<file path="config.mk">
export PLATFORM = sky130hd
export DESIGN_NAME = sort_xcel_insert_array
export DESIGN_NICKNAME = d
export VERILOG_FILES = /design/src/rtl/sort_xcel_pkg.sv /design/src/rtl/sort_xcel_insert_slot.sv /design/src/rtl/sort_xcel_insert_array.sv
export SDC_FILE = /design/constraint.sdc
export NUM_CORES = 1
export LEC_CHECK = 0
export CAP_MARGIN = 20
export CORE_ASPECT_RATIO = 1.1
export CORE_MARGIN = 4
export CORE_UTILIZATION = 38
export DETAILED_ROUTE_END_ITERATION = 6
export PLACE_DENSITY = 0.53
export REMOVE_ABC_BUFFERS = 1
export SLEW_MARGIN = 10
export SYNTH_ARGS = -nofsm -noshare
export SYNTH_HDL_FRONTEND = slang
export SYNTH_SLANG_ARGS = --single-unit
</file>
<file path="constraint.sdc">
create_clock -name clk -period 11.5 [get_ports clk]
set_input_delay 2.3 -clock clk [delete_from_list [all_inputs] [get_ports clk]]
set_output_delay 2.3 -clock clk [all_outputs]
set_load 0.01 [all_outputs]
</file>
<file path="src/rtl/sort_xcel_pkg.sv">
// Shared types and the slot ordering function for the streaming insertion sorter.
// Build with SORT_XCEL_SIGNED_CMP_EN defined to order words as two's-complement signed.
package sort_xcel_pkg;

    typedef enum logic {
        ST_LOAD  = 1'b0,
        ST_DRAIN = 1'b1
    } state_t;

    typedef enum logic [1:0] {
        SEL_HOLD = 2'd0,
        SEL_X    = 2'd1,
        SEL_NBR  = 2'd2
    } slot_sel_t;

    localparam int CMP_W = 64;

`ifdef SORT_XCEL_SIGNED_CMP_EN
    localparam bit SIGNED_CMP = 1'b1;
`else
    localparam bit SIGNED_CMP = 1'b0;
`endif

    // Flipping the sign bit of both operands turns a signed compare into an unsigned one.
    function automatic logic word_lt(input logic [CMP_W-1:0] a,
                                     input logic [CMP_W-1:0] b,
                                     input int               nbits);
        logic [CMP_W-1:0] bias;
        bias = SIGNED_CMP ? (CMP_W'(1) << (nbits - 1)) : '0;
        return (a ^ bias) < (b ^ bias);
    endfunction

endpackage

</file>
<file path="src/rtl/sort_xcel_insert_slot.sv">
// One sorter slot: value register, occupied bit, strict less-than compare and next-value mux.
module sort_xcel_insert_slot
    import sort_xcel_pkg::*;
#(
    parameter int p_nbits = 32
) (
    input  logic               clk,
    input  logic               reset,
    input  logic [p_nbits-1:0] x,
    input  slot_sel_t          sel,
    input  logic [p_nbits-1:0] nbr_v,
    input  logic               nbr_occ,
    output logic [p_nbits-1:0] v,
    output logic               occ,
    output logic               lt
);

    always_ff @(posedge clk) begin
        if (reset) begin
            v   <= '0;
            occ <= 1'b0;
        end else begin
            case (sel)
                SEL_X: begin
                    v   <= x;
                    occ <= 1'b1;
                end
                SEL_NBR: begin
                    v   <= nbr_v;
                    occ <= nbr_occ;
                end
                default: begin
                    v   <= v;
                    occ <= occ;
                end
            endcase
        end
    end

    // Strict compare keeps equal words in arrival order.
    assign lt = !occ || word_lt(CMP_W'(x), CMP_W'(v), p_nbits);

endmodule

</file>
<file path="src/rtl/sort_xcel_insert_array.sv">
// Streaming insertion sorter: loads a frame one word per cycle, then drains it smallest first.
// Optional signed ordering via SORT_XCEL_SIGNED_CMP_EN; ready/valid are pure functions of state.
module sort_xcel_insert_array
    import sort_xcel_pkg::*;
#(
    parameter int p_nbits  = 32,
    parameter int p_ncells = 8
) (
    input  logic                          clk,
    input  logic                          reset,
    input  logic                          in_val,
    output logic                          in_rdy,
    input  logic [p_nbits-1:0]            in_msg,
    input  logic                          in_last,
    output logic                          out_val,
    input  logic                          out_rdy,
    output logic [p_nbits-1:0]            out_msg,
    output logic                          out_last,
    output logic [$clog2(p_ncells+1)-1:0] count
);

    localparam int CW = $clog2(p_ncells + 1);
    localparam logic [CW-1:0] FULL_M1 = CW'(p_ncells - 1);

    state_t              state;
    state_t              state_next;
    logic [p_nbits-1:0]  v       [p_ncells];
    logic                occ     [p_ncells];
    logic [p_nbits-1:0]  nbr_v   [p_ncells];
    logic                nbr_occ [p_ncells];
    slot_sel_t           sel     [p_ncells];
    logic [p_ncells-1:0] lt;
    logic                in_fire;
    logic                out_fire;
    logic                below;

    assign in_rdy   = (state == ST_LOAD);
    assign out_val  = (state == ST_DRAIN);
    assign in_fire  = in_val && in_rdy;
    assign out_fire = out_val && out_rdy;
    assign out_msg  = v[0];
    assign out_last = out_val && (count == CW'(1));

    for (genvar i = 0; i < p_ncells; i++) begin : g_slot
        // Neighbour is the slot above while draining, the slot below while loading.
        if (i == 0) begin : g_bot
            assign nbr_v[i]   = (state == ST_DRAIN) ? v[i+1]   : '0;
            assign nbr_occ[i] = (state == ST_DRAIN) ? occ[i+1] : 1'b0;
        end else if (i == p_ncells - 1) begin : g_top
            assign nbr_v[i]   = (state == ST_DRAIN) ? '0   : v[i-1];
            assign nbr_occ[i] = (state == ST_DRAIN) ? 1'b0 : occ[i-1];
        end else begin : g_mid
            assign nbr_v[i]   = (state == ST_DRAIN) ? v[i+1]   : v[i-1];
            assign nbr_occ[i] = (state == ST_DRAIN) ? occ[i+1] : occ[i-1];
        end

        sort_xcel_insert_slot #(
            .p_nbits (p_nbits)
        ) u_slot (
            .clk     (clk),
            .reset   (reset),
            .x       (in_msg),
            .sel     (sel[i]),
            .nbr_v   (nbr_v[i]),
            .nbr_occ (nbr_occ[i]),
            .v       (v[i]),
            .occ     (occ[i]),
            .lt      (lt[i])
        );
    end

    // Insert position is the lowest slot with lt set; everything above it shifts up.
    always_comb begin
        below = 1'b0;
        for (int i = 0; i < p_ncells; i++) begin
            sel[i] = SEL_HOLD;
            if (out_fire) begin
                sel[i] = SEL_NBR;
            end else if (in_fire) begin
                if (below) begin
                    sel[i] = SEL_NBR;
                end else if (lt[i]) begin
                    sel[i] = SEL_X;
                end
            end
            below = below | lt[i];
        end
    end

    always_ff @(posedge clk) begin
        if (reset) begin
            state <= ST_LOAD;
        end else begin
            state <= state_next;
        end
    end

    always_comb begin
        state_next = state;
        case (state)
            ST_LOAD: begin
                if (in_fire && (in_last || count == FULL_M1)) begin
                    state_next = ST_DRAIN;
                end
            end
            ST_DRAIN: begin
                if (out_fire && count == CW'(1)) begin
                    state_next = ST_LOAD;
                end
            end
            default: state_next = ST_LOAD;
        endcase
    end

    always_ff @(posedge clk) begin
        if (reset) begin
            count <= '0;
        end else if (in_fire) begin
            count <= count + CW'(1);
        end else if (out_fire) begin
            count <= count - CW'(1);
        end
    end

endmodule

</file>
---- After elaboration in Yosys (flattened, before gate mapping) ----
Cells that the tools add are included.
storage, ports and cells
  bits in registers ....................... 269
  word-level logic and storage cells ...... 152
cells by class
  $add $sub $neg .......................... 2
  magnitude comparators ................... 8
  equal/unequal tests ..................... 18
  muxes and demuxes ....................... 68
  bitwise logic cells ..................... 7
  reductions and logical operators ........ 31
operators with widths
  operator                                             count
  case mux 32 bit (2 select lines)                     8
  less-than comparator 32 bit                          8
  2-to-1 mux 32 bit                                    8
  2-to-1 mux 2 bit                                     23
  2-to-1 mux 1 bit                                     18
  case mux 1 bit (2 select lines)                      9
  nonzero test 2 bit                                   9
  equality test 2 x 1 -> 1 bit, second input constant  8
  equality test 2 bit, second input constant           8
  logical OR 1 bit                                     9
  logical NOT 1 bit                                    8
  2-to-1 mux 4 bit                                     2
  bitwise OR 1 bit                                     6
  logical AND 1 bit                                    5
  adder 4 x 1 -> 4 bit, second input constant          1
  equality test 4 x 1 -> 1 bit, second input constant  1
  equality test 4 x 3 -> 1 bit, second input constant  1
  subtractor 4 x 1 -> 4 bit, second input constant     1
  inverter 1 bit                                       1

---- Longest topological paths before layout ----
  depth in word-level cells ............... 13
  gate-level depth with buffers ........... 18
  depth with buffers taken out ............ 15

---- Cells and area by module ----
From an unflattened synthesis, not the netlist that was laid out.
second synthesis, totals
  cells, all modules ...................... 2450
  area total of the unflattened synthesis .. 21503.1 sq um
by module, submodules not included
  module                  times used  cells an instance  area each (sq um)
  sort_xcel_insert_slot   8           262                2280.9
  sort_xcel_insert_array  1           354                3255.6

---- Worst setup path after synthesis ----
Ideal clock, no wire load.
  path kind ............................... in2reg
  start point ............................. in in_msg[19]
  end point ............................... reg g_slot[7].u_slot.occ
  setup time .............................. 0.128 ns
  data arrival time ....................... 5.475 ns
  data required time ...................... 11.372 ns
  slack ................................... 5.897 ns
  stages on the path ...................... 16
  buffers on the path ..................... 3
  path through ............................ ha_1 and3_1 a221o_1 a221o_1 a22o_1 a31oi_2 nor2_1 and4bb_2 nand4_1 ha_1 clkbuf_1 clkbuf_1 buf_1 a21oi_1 a21oi_1 nor2_1
between the ends
  longest elaborated chain between the ends .. 13
  elaborated cells on any way between the ends .. 30
  those cells by class .................... 8 x order compare; 2 x eq/ne; 5 x mux; 6 x bitwise; 9 x reduce/logical
RTL lines
  item                                                                   line                          RTL
  from (decl)                                                            sort_xcel_insert_array.sv:13  input logic [p_nbits-1:0] in_msg,
  less-than comparator 32 bit                                            sort_xcel_pkg.sv:30           return (a ^ bias) < (b ^ bias);
  logical OR 1 bit                                                       sort_xcel_insert_slot.sv:41   assign lt = !occ || word_lt(CMP_W'(x), CMP_W'(v), p_nbits);
  bitwise OR 1 bit (6 in series)                                         sort_xcel_insert_array.sv:86  below = below | lt[i];
  2-to-1 mux 2 bit (*)                                                   sort_xcel_insert_array.sv:80  if (below) begin
  2-to-1 mux 2 bit (*)                                                   sort_xcel_insert_array.sv:79  end else if (in_fire) begin
  2-to-1 mux 2 bit (*)                                                   sort_xcel_insert_array.sv:77  if (out_fire) begin
  equality test 2 bit or equality test 2 x 1 -> 1 bit (tied branches)    sort_xcel_insert_slot.sv:23   case (sel)
  case mux 1 bit (2 select lines) or nonzero test 2 bit (tied branches)  -
  to (signal assigned)                                                   sort_xcel_insert_slot.sv:30   occ <= nbr_occ;
  to (decl)                                                              sort_xcel_insert_slot.sv:14   output logic occ,
Every way passes the cells marked *; elsewhere a longest branch is shown, timed or not.
A chain may end at the register's enable or synchronous reset.

---- Worst setup path after layout ----
  start point ............................. in in_msg[19]
  end point ............................... reg g_slot[2].u_slot.v[11]
between the ends
  longest elaborated chain between the ends .. 8
  elaborated cells on any way between the ends .. 15
  those cells by class .................... 3 x order compare; 2 x eq/ne; 5 x mux; 1 x bitwise; 4 x reduce/logical
RTL lines
  item                                                                    line                                                        RTL
  less-than comparator 32 bit                                             sort_xcel_pkg.sv:30
  logical OR 1 bit                                                        sort_xcel_insert_slot.sv:41
  2-to-1 mux 1 bit or bitwise OR 1 bit (tied branches)                    sort_xcel_insert_array.sv:82, sort_xcel_insert_array.sv:86
  2-to-1 mux 2 bit (*)                                                    sort_xcel_insert_array.sv:80
  2-to-1 mux 2 bit (*)                                                    sort_xcel_insert_array.sv:79
  2-to-1 mux 2 bit (*)                                                    sort_xcel_insert_array.sv:77
  equality test 2 bit or equality test 2 x 1 -> 1 bit (tied branches)     sort_xcel_insert_slot.sv:23
  case mux 32 bit (2 select lines) or nonzero test 2 bit (tied branches)  -
  to (signal assigned)                                                    sort_xcel_insert_slot.sv:29                                 v <= nbr_v;
  to (signal assigned)                                                    sort_xcel_insert_slot.sv:33                                 v <= v;
  to (decl)                                                               sort_xcel_insert_slot.sv:13                                 output logic [p_nbits-1:0] v,
Marked as above.

==> reports/metrics.cfg <==
[cts]
cts_setup_buffers=0
clk_pin_slew_worst_paths_ns=0.06
clk_path_buf_depth=3
cts_made_buffers=37
clockRootBuffer=clkbuf_16
cts_resized=0
cts.sinks=269
cts_tree=built
cts_hold_buf=0
h-tree-depth=2
clk_latency_ns=0.56

[global_routing]
grt_usage_pct=22.2
grt_pass1_wl_um=103000
antenna_found_initial=0
grt-ovfl-total=0
grt_pass1_vias=18400
grt_max_degree=143

[sta]
finalHoldViolCount=0
setup_viol=0
tns_ns=0
fmax_ghz=0.132
slew_headroom_pct=26.2
rsz0062_at_grt=no
fin_crit_sh_pct=65.8
tightest_slew_ns=1.11
fin_skew_ns=0.0231
fin_crit_ns=7.57
final_max_slew_viol_count=0

[synth]
postSynthAreaPerCell_um2=7.71
post-synth-top-area-cell=dfxtp_1
synth_edf_count=0
synth_area_mm2=0.0202
async_flop_share_pct=0
synthCells=2621
ys_types=56
ys.warnings.count=0
ys_top_cells_by_area=dfxtp_1 27%, ha_1 16%, mux2i_1 10%, a211oi_1 8.8%, nor2_1 8.5%
synth_seq_area_share_pct=26.6
ys_ff_latch=269
synth.top_cell.area_share_pct=26.6
synth-main-ff-cell=dfxtp_1

[power_and_ir_drop]
power_density_mw_per_mm2=152
clkPwrFrac_pct=35.1
combPwrFrac_pct=30.1
p_seq_share_pct=34.8
leakage_nw=8.57
internal-power_mw=2.21
switchingPower_mw=1.22
ir_worst_vdd_mv=0.0855
swShare_pct=35.6

[worst_setup_path]
critPathBufInv=3
path_class=in2reg
worstPathMaxFanout=37
cp_data_required_time_ns=11.98
worstPathCellList=clkdlybuf4s50_1 -> ha_1 -> and3_1 -> a221o_1 -> a221o_1 -> a22o_1 -> a31oi_2 -> a21o_2 -> buf_4 -> a21o_1 -> ha_2 -> buf_4 -> nor2_1 -> a211oi_1 -> a21oi_1 -> nor2_1
worst_ep_arrival_time_ns=8.05
crit_path_max_incr_delay_ns=1.04
cp_top_family=compound AO/OA/AOI/OAI gates
slowest_stage=clkdlybuf4s50_1
endpoint_kind=flip-flop
start_kind=input port

[drt]
drt_iter0_drc=1136
dr.pass1.iters=5
num_vias=18700
drtAntennaViolNets=0
drt_wl_total_um=64300
routedWlPerCell_um=19.6
via_per_inst=5.71
drc=0

[finish]
syn2layout_area_growth_pct=11.7
final_area_mm2=0.0226
drive_gt1_share_pct=4.61
mostFrequentLayoutCells=457 x nor2_1, 271 x a21oi_1, 268 x dfxtp_1
final_nets=2869
fillerInstances=5240
final_common_cell=nor2_1
diodes=0

[placed_design]
dpl.hpwl_um=42900
port_buffers=75
placed_area_mm2=0.0213
gp_congestion=0.800

[floorplan]
rows=88
initial_utilization_pct=38.5
io_pins=76
dieHeight_um=250
coreArea_mm2=0.0525
die_area_mm2=0.0570
die_x_um=228

[flow_run]
cap_violations=0

[run_status]
status=finished clean

[worst_hold_path]
hp-class=reg2reg

[flip-flops by register name (all words and copies together), names as in the netlist]
signal / cells
count: 4
out_val: 1
g_slot.u_slot.v: 256
g_slot.u_slot.occ: 8
[power groups by stage]
| stage | combinational [mW] | sequential [mW] | clock (mW) |
|---|---|---|---|
| global route | 1.18 | 1.22 | 1.27 |
| global placement | 0.998 | 1.21 | 0 |
| CTS | 1.04 | 1.19 | 1.24 |
| floorplan | 0.723 | 1.18 | 0 |
| finish | 1.03 | 1.19 | 1.21 |
| detailed placement | 1.03 | 1.21 | 0 |
[worst paths after layout]
path	startpoint	cells after the start	slack [ns]	endpoint
worst max register to register	g_slot[0].u_slot.v[15]	15	6.18	g_slot[2].u_slot.v[13]
worst min-delay path	g_slot[7].u_slot.v[1]	2	0.49	g_slot[7].u_slot.v[1]
worst min register to register	g_slot[7].u_slot.v[1]	2	0.49	g_slot[7].u_slot.v[1]
worst max-delay path	in_msg[19]	16	3.93	g_slot[2].u_slot.v[11]
[cells by family (layout without fill, tap and decap cells)]
family	after synthesis	in the layout	synth area share, %
and+or+nand+nor	716	716	15.0
muxes	202	202	10.0
AOI/OAI and AO/OA	712	712	23.4
adders and majority gates	258	258	16.0
xor gates and xnor gates	3	3	0.130
buffers and inverters	461	441	8.80
DFF	269	269	26.6
[area by class of cell]
| type | instances | area [µm²] | share of cell area [%] |
|---|---|---|---|
| clock buffer | 57 | 1090 | 4.84 |
| clock inverter | 9 | 149 | 0.659 |
| multi-input combinational | 1891 | 13100 | 57.9 |
| sequential | 269 | 5390 | 23.9 |
| inverter | 260 | 976 | 4.32 |
| timing repair buffer | 115 | 1060 | 4.68 |
| tap | 675 | 845 | 3.74 |
[stage by stage]
step                instances  hold slack (ns)  util, %  setup WS (ns)  power, mW
global route             3276            0.508     43.0           3.63       3.66
floorplan                2420            0.455        -          -2.08       1.90
CTS                      3276            0.495     43.0           3.93       3.47
global placement         3210            0.482     40.6           3.48       2.21
detailed placement       3210            0.485     40.6           3.35       2.25
finish                   3276            0.487     43.0           3.93       3.43
[routing by layer]
metal | global-route usage (%) | up-vias | wire [µm]
li1 | - | 9180 | -
met1 | 28.6 | 9013 | 28700
met2 | 38.6 | 407 | 31100
met3 | 2.64 | 109 | 2680
met4 | 7.09 | 0 | 1840
met5 | 0 | - | 0
[Yosys cell counts (3+ instances only)]
cell type  instances
nand2b_1           7
buf_6              6
a311oi_1          54
a221o_1            5
o21a_1            11
buf_2              3
o21ai_0           42
mux2i_1          202
a31oi_1            6
ha_1             258
buf_1             42
a211oi_1         238
inv_1            259
a21oi_1          271
nor2_1           457
clkbuf_1         150
nor2b_1           38
a21o_1            37
nand3_1           17
and3_1             5
a221oi_1           5
nand4_1           41
o21bai_1           4
nor3_1            14
a311oi_2          10
nand2_1          118
dfxtp_1          269
and4_1             7
o211ai_1           9
[worst min-delay path: stages (launching register included)]
cell      delay [ns]
dfxtp_1         0.30
inv_1           0.06
a211oi_1        0.07
Note: power is estimated with default switching activity, not from simulation.
